===== config.mk =====
export PLATFORM = sky130hd
export DESIGN_NAME = mem_stage
export DESIGN_NICKNAME = d
export VERILOG_FILES = /design/src/rtl/mem_stage.sv
export SDC_FILE = /design/constraint.sdc
export NUM_CORES = 1
export LEC_CHECK = 0
export BUFFER_PORTS_ARGS = -buffer_cell sky130_fd_sc_hd__buf_2
export CORE_MARGIN = 4
export CORE_UTILIZATION = 50
export CTS_CLUSTER_DIAMETER = 40
export DETAILED_ROUTE_END_ITERATION = 8
export PLACE_DENSITY = 0.85
export REMOVE_ABC_BUFFERS = 1
export SETUP_SLACK_MARGIN = 0.02
export SLEW_MARGIN = 0
export SYNTH_ARGS = -nofsm -noshare
export SYNTH_HDL_FRONTEND = slang
export SYNTH_SLANG_ARGS = --single-unit

===== constraint.sdc =====
create_clock -name clk -period 2.37 [get_ports clk]
set_input_delay 0 -clock clk [delete_from_list [all_inputs] [get_ports clk]]
set_output_delay 0 -clock clk [all_outputs]
set_load 0.05 [all_outputs]

===== src/rtl/mem_stage.sv =====
// -----------------------------------------------------------------------------
// mem_stage
//   MEM stage of the 5-stage pipeline. Takes the EX/MEM slot, resolves
//   conditional branches, runs a req/ack transaction to data memory with
//   big-endian byte/half/word lanes, stalls the upstream pipeline while memory
//   is busy and produces the registered MEM/WB slot.
//
// Ports
//   clk, rst_n        : clock (rising edge), asynchronous active-low reset
//   inValid .. rd     : EX/MEM slot (valid, ALU result/address, store data,
//                       zero flag, branch controls, memory controls, rd)
//   dmemReq .. dmemAck: data-memory handshake (request, write, word address,
//                       byte enables, write data, read data, ack pulse)
//   stall             : freezes PC, IF/ID, ID/EX and EX/MEM
//   pcRedirect/Target : taken-branch redirect
//   wbValid .. wbRegWr: registered MEM/WB slot
//   excMisalign/BusErr: registered one-cycle exception pulses, aligned with
//                       the MEM/WB update of the dropped instruction
// -----------------------------------------------------------------------------
module mem_stage #(
    parameter int unsigned WAIT_MAX = 255
) (
    input  logic        clk,
    input  logic        rst_n,
    input  logic        inValid,
    input  logic [31:0] aluRes,
    input  logic [31:0] storeData,
    input  logic        isZero,
    input  logic        branch,
    input  logic        branchNe,
    input  logic [31:0] branchTgt,
    input  logic        memRd,
    input  logic        memWr,
    input  logic [1:0]  memSize,
    input  logic        memSext,
    input  logic        regWr,
    input  logic [4:0]  rd,
    output logic        dmemReq,
    output logic        dmemWe,
    output logic [31:0] dmemAddr,
    output logic [3:0]  dmemBe,
    output logic [31:0] dmemWdata,
    input  logic [31:0] dmemRdata,
    input  logic        dmemAck,
    output logic        stall,
    output logic        pcRedirect,
    output logic [31:0] pcTarget,
    output logic        wbValid,
    output logic [31:0] wbData,
    output logic [4:0]  wbRd,
    output logic        wbRegWr,
    output logic        excMisalign,
    output logic        excBusErr
);

    localparam logic [7:0] WAIT_LIMIT = 8'(WAIT_MAX);

    typedef enum logic [0:0] {
        ST_IDLE = 1'b0,
        ST_BUSY = 1'b1
    } state_t;

    // -------------------------------------------------------------------------
    // Lane helpers (big-endian: lane 0 is bits [31:24])
    // -------------------------------------------------------------------------
    function automatic logic is_aligned(input logic [1:0] size, input logic [1:0] ofs);
        logic ok;
        case (size)
            2'b00:   ok = 1'b1;
            2'b01:   ok = ~ofs[0];
            default: ok = (ofs == 2'b00);
        endcase
        return ok;
    endfunction

    function automatic logic [3:0] byte_enables(input logic [1:0] size, input logic [1:0] ofs);
        logic [3:0] be;
        case (size)
            2'b00: begin
                case (ofs)
                    2'b00:   be = 4'b1000;
                    2'b01:   be = 4'b0100;
                    2'b10:   be = 4'b0010;
                    default: be = 4'b0001;
                endcase
            end
            2'b01:   be = ofs[1] ? 4'b0011 : 4'b1100;
            default: be = 4'b1111;
        endcase
        return be;
    endfunction

    function automatic logic [31:0] store_lanes(input logic [1:0] size, input logic [31:0] data);
        logic [31:0] w;
        case (size)
            2'b00:   w = {4{data[7:0]}};
            2'b01:   w = {2{data[15:0]}};
            default: w = data;
        endcase
        return w;
    endfunction

    function automatic logic [31:0] load_format(input logic [1:0] size, input logic sext,
                                                input logic [1:0] ofs, input logic [31:0] data);
        logic [7:0]  b;
        logic [15:0] h;
        logic [31:0] r;
        b = 8'h00;
        h = 16'h0000;
        case (size)
            2'b00: begin
                case (ofs)
                    2'b00:   b = data[31:24];
                    2'b01:   b = data[23:16];
                    2'b10:   b = data[15:8];
                    default: b = data[7:0];
                endcase
                r = {{24{sext & b[7]}}, b};
            end
            2'b01: begin
                h = ofs[1] ? data[15:0] : data[31:16];
                r = {{16{sext & h[15]}}, h};
            end
            default: r = data;
        endcase
        return r;
    endfunction

    // -------------------------------------------------------------------------
    // State, wait counter and latched request
    // -------------------------------------------------------------------------
    state_t      state_r, state_s;
    logic [7:0]  wait_cnt_r, wait_cnt_s;

    logic        req_we_r;
    logic [31:0] req_addr_r;
    logic [3:0]  req_be_r;
    logic [31:0] req_wdata_r;
    logic [1:0]  req_ofs_r;
    logic [1:0]  req_size_r;
    logic        req_sext_r;
    logic        req_load_r;
    logic        req_regwr_r;
    logic [4:0]  req_rd_r;

    logic        mem_op_s;
    logic        aligned_s;
    logic        issue_s;
    logic        complete_s;
    logic        abort_s;
    logic        misalign_s;
    logic        req_s;
    logic        stall_s;

    // Current transaction view: live inputs in IDLE, latched copy in BUSY
    logic        cur_we_s;
    logic [31:0] cur_addr_s;
    logic [3:0]  cur_be_s;
    logic [31:0] cur_wdata_s;
    logic [1:0]  cur_ofs_s;
    logic [1:0]  cur_size_s;
    logic        cur_sext_s;
    logic        cur_load_s;
    logic        cur_regwr_s;
    logic [4:0]  cur_rd_s;

    // A load+store combination is treated as a load only
    assign mem_op_s  = inValid & (memRd | memWr);
    assign aligned_s = is_aligned(memSize, aluRes[1:0]);

    // Select live or latched transaction fields
    always_comb begin
        if (state_r == ST_BUSY) begin
            cur_we_s    = req_we_r;
            cur_addr_s  = req_addr_r;
            cur_be_s    = req_be_r;
            cur_wdata_s = req_wdata_r;
            cur_ofs_s   = req_ofs_r;
            cur_size_s  = req_size_r;
            cur_sext_s  = req_sext_r;
            cur_load_s  = req_load_r;
            cur_regwr_s = req_regwr_r;
            cur_rd_s    = req_rd_r;
        end else begin
            cur_we_s    = memWr & ~memRd;
            cur_addr_s  = {aluRes[31:2], 2'b00};
            cur_be_s    = byte_enables(memSize, aluRes[1:0]);
            cur_wdata_s = store_lanes(memSize, storeData);
            cur_ofs_s   = aluRes[1:0];
            cur_size_s  = memSize;
            cur_sext_s  = memSext;
            cur_load_s  = memRd;
            cur_regwr_s = regWr;
            cur_rd_s    = rd;
        end
    end

    // Next-state logic and handshake control
    always_comb begin
        state_s    = state_r;
        wait_cnt_s = wait_cnt_r;
        issue_s    = 1'b0;
        complete_s = 1'b0;
        abort_s    = 1'b0;
        misalign_s = 1'b0;
        req_s      = 1'b0;
        stall_s    = 1'b0;
        case (state_r)
            ST_IDLE: begin
                // rst_n gating keeps the request low while reset is asserted
                if (rst_n && mem_op_s && aligned_s) begin
                    issue_s = 1'b1;
                    req_s   = 1'b1;
                    if (dmemAck) begin
                        complete_s = 1'b1;
                    end else begin
                        stall_s    = 1'b1;
                        state_s    = ST_BUSY;
                        wait_cnt_s = 8'd0;
                    end
                end else if (rst_n && mem_op_s) begin
                    misalign_s = 1'b1;
                end else begin
                    state_s = ST_IDLE;
                end
            end
            ST_BUSY: begin
                // Timeout wins: the request is already withdrawn this cycle
                if (wait_cnt_r == WAIT_LIMIT) begin
                    abort_s = 1'b1;
                    state_s = ST_IDLE;
                end else if (dmemAck) begin
                    req_s      = 1'b1;
                    complete_s = 1'b1;
                    state_s    = ST_IDLE;
                end else begin
                    req_s      = 1'b1;
                    stall_s    = 1'b1;
                    wait_cnt_s = wait_cnt_r + 8'd1;
                end
            end
            default: begin
                state_s = ST_IDLE;
            end
        endcase
    end

    // State register and wait counter
    always_ff @(posedge clk or negedge rst_n) begin
        if (!rst_n) begin
            state_r    <= ST_IDLE;
            wait_cnt_r <= 8'd0;
        end else begin
            state_r    <= state_s;
            wait_cnt_r <= wait_cnt_s;
        end
    end

    // Capture the request when it has to wait for an ack
    always_ff @(posedge clk or negedge rst_n) begin
        if (!rst_n) begin
            req_we_r    <= 1'b0;
            req_addr_r  <= 32'h0000_0000;
            req_be_r    <= 4'b0000;
            req_wdata_r <= 32'h0000_0000;
            req_ofs_r   <= 2'b00;
            req_size_r  <= 2'b00;
            req_sext_r  <= 1'b0;
            req_load_r  <= 1'b0;
            req_regwr_r <= 1'b0;
            req_rd_r    <= 5'd0;
        end else if (issue_s && !dmemAck) begin
            req_we_r    <= cur_we_s;
            req_addr_r  <= cur_addr_s;
            req_be_r    <= cur_be_s;
            req_wdata_r <= cur_wdata_s;
            req_ofs_r   <= cur_ofs_s;
            req_size_r  <= cur_size_s;
            req_sext_r  <= cur_sext_s;
            req_load_r  <= cur_load_s;
            req_regwr_r <= cur_regwr_s;
            req_rd_r    <= cur_rd_s;
        end else begin
            req_we_r    <= req_we_r;
        end
    end

    // Memory bus drive: all fields forced to zero while no request is open
    always_comb begin
        dmemReq = req_s;
        stall   = stall_s;
        if (req_s) begin
            dmemWe    = cur_we_s;
            dmemAddr  = cur_addr_s;
            dmemBe    = cur_be_s;
            dmemWdata = cur_wdata_s;
        end else begin
            dmemWe    = 1'b0;
            dmemAddr  = 32'h0000_0000;
            dmemBe    = 4'b0000;
            dmemWdata = 32'h0000_0000;
        end
    end

    // Branch resolution; branches never access memory so they never stall
    always_comb begin
        pcRedirect = rst_n & (state_r == ST_IDLE) & ~mem_op_s & inValid & branch
                   & (isZero ^ branchNe);
        if (pcRedirect) begin
            pcTarget = branchTgt;
        end else begin
            pcTarget = 32'h0000_0000;
        end
    end

    // MEM/WB slot and exception pulses
    always_ff @(posedge clk or negedge rst_n) begin
        if (!rst_n) begin
            wbValid     <= 1'b0;
            wbData      <= 32'h0000_0000;
            wbRd        <= 5'd0;
            wbRegWr     <= 1'b0;
            excMisalign <= 1'b0;
            excBusErr   <= 1'b0;
        end else begin
            excMisalign <= misalign_s;
            excBusErr   <= abort_s;
            if (complete_s) begin
                wbValid <= 1'b1;
                wbRd    <= cur_rd_s;
                wbRegWr <= cur_regwr_s & cur_load_s;
                wbData  <= cur_load_s ? load_format(cur_size_s, cur_sext_s, cur_ofs_s, dmemRdata)
                                      : 32'h0000_0000;
            end else if (state_r == ST_IDLE && inValid && !mem_op_s) begin
                wbValid <= 1'b1;
                wbRd    <= rd;
                wbRegWr <= regWr & ~branch;
                wbData  <= aluRes;
            end else begin
                // stall, bubble, misaligned drop or bus-error drop
                wbValid <= 1'b0;
                wbRegWr <= 1'b0;
            end
        end
    end

endmodule


==> flow_metrics.env <==
export IMPL_status="complete, no violations"
export IMPL_final_setup_skew_ps=6.405
export IMPL_initial_utilization_pct=51.81
export IMPL_nNetsFinal=1413
export IMPL_globalRouteOverflowTotal=0
export IMPL_max_freq_ghz=0.4363
export IMPL_area_growth_pct=45.81
export IMPL_r2r_setup_slack_ps=120
export IMPL_post_drt_wl_per_cell_um=19.82
export IMPL_setup_viol=0
export IMPL_place_hpwl_um=18260
export IMPL_path_clk_slew_ps=60
export IMPL_max_stage_delay_ps=530
export IMPL_synth_ff_type="dfrtp_1"
export IMPL_drv_slew=0
export IMPL_grt_max_degree=77
export IMPL_design_area_sq_um=11150
export IMPL_slowest_stage="dfrtp_4"
export IMPL_synth_top_area_share_pct=42.88
export IMPL_drt_first_pass_iters=5
export IMPL_design_core_area_sq_um=14750
export IMPL_htreeDepth=4
export IMPL_postRouteWirelength_um=29010
export IMPL_rows=44
export IMPL_synth_top_area_cell="dfrtp_1"
export IMPL_num_fill_cells=998
export IMPL_synthesis_area_sq_um=7645
export IMPL_finalCoreUtilization_pct=75.55
export IMPL_num_vias=8536
export IMPL_grt_pass1_wl_um=44820
export IMPL_hold_path_class="in2reg"
export IMPL_cp_max_fo=29
export IMPL_critPathLaunchType="register"
export IMPL_ys_ff_latch=131
export IMPL_cts_inserted_buffers=17
export IMPL_critPathKind="reg2out"
export IMPL_cts_tree="done"
export IMPL_clk_path_buf_depth=2
export IMPL_gp_congestion=0.9238
export IMPL_finalHoldViolations=0
export IMPL_power_density_nw_per_um2=759.0
export IMPL_clock_latency_ps=410
export IMPL_min_period_over_period_pct=96.71
export IMPL_drv_cap=0
export IMPL_io_pins=291
export IMPL_ir_drop_v=0.0005520
export IMPL_synth_area_per_cell_sq_um=8.619
export IMPL_setup_ws_ps=78.00
export IMPL_die_h_um=131.7
export IMPL_grt_pass1_vias=8588
export IMPL_portBuffers=290
export IMPL_dieArea_sq_um=17330
export IMPL_synth_common_cells="nand2_1 (178), dfrtp_1 (131), nor2_1 (121), mux2i_1 (114), o21ai_0 (57)"
export IMPL_die_w_um=131.7
export IMPL_detail_route_antenna_nets=0
export IMPL_slew_headroom_pct=36.71
export IMPL_crit_path_end_kind="output port"
export IMPL_fin_crit_ps=2292
export IMPL_netlist_top_cells_area="dfrtp_1 (43%), mux2i_1 (15%), nand2_1 (8.7%)"
export IMPL_ys_types=55
export IMPL_cp_required_ps=2370
export IMPL_async_flop_share_pct=100.0
export IMPL_clock_sinks=131
export IMPL_first_iter_violations=819
export IMPL_power_leakage_uw=0.005909
export IMPL_pre_cts_ws_ps=89.17
export IMPL_yosysMostFrequentCell="nand2_1"
export IMPL_seq_area_frac_synth_pct=42.88
export IMPL_cts_root_buf="clkbuf_16"
export IMPL_antenna_found_initial=1
export IMPL_yosys_warnings=0
export IMPL_drc_errors=0
export IMPL_grt_total_usage_pct=31.74
export IMPL_worst_ep_arrival_time_ps=2290
export IMPL_placed_cell_area_sq_um=9306
export IMPL_max_slew_worst_pin_slew_ps=949.4
export IMPL_path_cells="buf_8, inv_2, nand3_4, nor3_4, buf_4, buf_6, and2_1, clkbuf_4"
export IMPL_syn_inst=887
export IMPL_drive_gt1_share_pct=31.04
export IMPL_avgViaCountPerCell=5.831
export IMPL_synth_edf_count=0
[routing by layer]
metal / GRT usage [%] / vias to the layer above / wire (um) / part of all wire [%]
li1: - / 3803 / - / -
met1: 37.01 / 4023 / 10380 / 36
met2: 54.18 / 565 / 14540 / 50
met3: 6.575 / 145 / 2321 / 8.0
met4: 18.67 / 0 / 1776 / 6.1
met5: 0 / - / 0 / 0
[path summary, 6_finish.rpt]
check                         startpoint               to  cells after the start
setup / recovery                 state_r     pcTarget[10]                      8
hold / removal             storeData[10]  req_wdata_r[10]                      3
setup reg to reg           wait_cnt_r[0]          wbRd[1]                      7
hold reg to reg            req_addr_r[5]    req_addr_r[5]                      2
max in group asynchronous          rst_n    wait_cnt_r[3]                      4
min in group asynchronous          rst_n  req_wdata_r[24]                      3
[critical path: cells and delay by family, from the launching register on]
kind | cells | cell delay [ps]
DFF | 1 | 530
and+or+nand+nor | 3 | 530
buffers and inverters | 5 | 810
[kinds of logic after synthesis]
| logic type | count (synthesis) | share of synthesized area, % |
|---|---|---|
| and+or+nand+nor | 371 | 20.64 |
| xor gates and xnor gates | 6 | 0.6874 |
| buffers and inverters | 84 | 4.681 |
| adders and majority gates | 1 | 0.1636 |
| DFF | 131 | 42.88 |
| muxes | 119 | 15.66 |
| AOI/OAI and AO/OA | 175 | 15.29 |
[layout by cell type (no fill, tap or decap), drive strengths merged, types with 6 or more instances in the layout]
cell / instances
xnor2: 6
dlygate4sd3: 91
dfrtp: 131
nor2: 122
clkbuf: 29
mux2i: 114
clkinv: 8
buf: 324
o21ai: 58
nand2: 178
and2: 35
inv: 20
a21oi: 37
o22ai: 42
nor3: 9
a221oi: 8
o211ai: 10
[flip-flops by register name, indices dropped and copies added (netlist names), 4 cells and up]
signal and count:
req_addr_r 32, wbData 32, req_wdata_r 32, req_be_r 4, wait_cnt_r 8, req_rd_r 5, wbRd 5
[metrics by stage]
stage	TNS (ps)	cells	power [uW]	hold slack, ps
finish	0	1464	8460	13.16
global route	-11.77	1464	8809	12.09
CTS	0	1446	8366	1.493
detailed placement	0	1323	5486	218.0
global placement	0	1323	5413	203.5
floorplan	-668460	823	4677	-295.6
[what timing repair did]
action,4_1_cts,5_1_grt
cloned,0,4
gates resized for setup,10,66
setup endpoints to repair,40,89
setup buffers,0,13
hold buffers,91,0
pin swaps,0,2
hold endpoints to repair,173,0
[final cells by class]
type / count / area (sq um) / area share (%)
Antenna cell: 1 / 2.502 / 0.02245
Clock buffer: 20 / 456.7 / 4.097
Clock inverter: 12 / 160.2 / 1.437
Inverter: 20 / 75.07 / 0.6735
Multi-Input combinational cell: 672 / 4060 / 36.42
Sequential cell: 131 / 3282 / 29.44
Tap cell: 184 / 230.2 / 2.065
Timing Repair Buffer: 424 / 2880 / 25.84
[power by group]
group	internal [uW]	total, uW	switching (uW)
clock network	1800	2750	952
registers	2730	3080	343
logic	856	2630	1780
total	5390	8460	3070
Note: power is estimated with default switching activity, not from simulation.
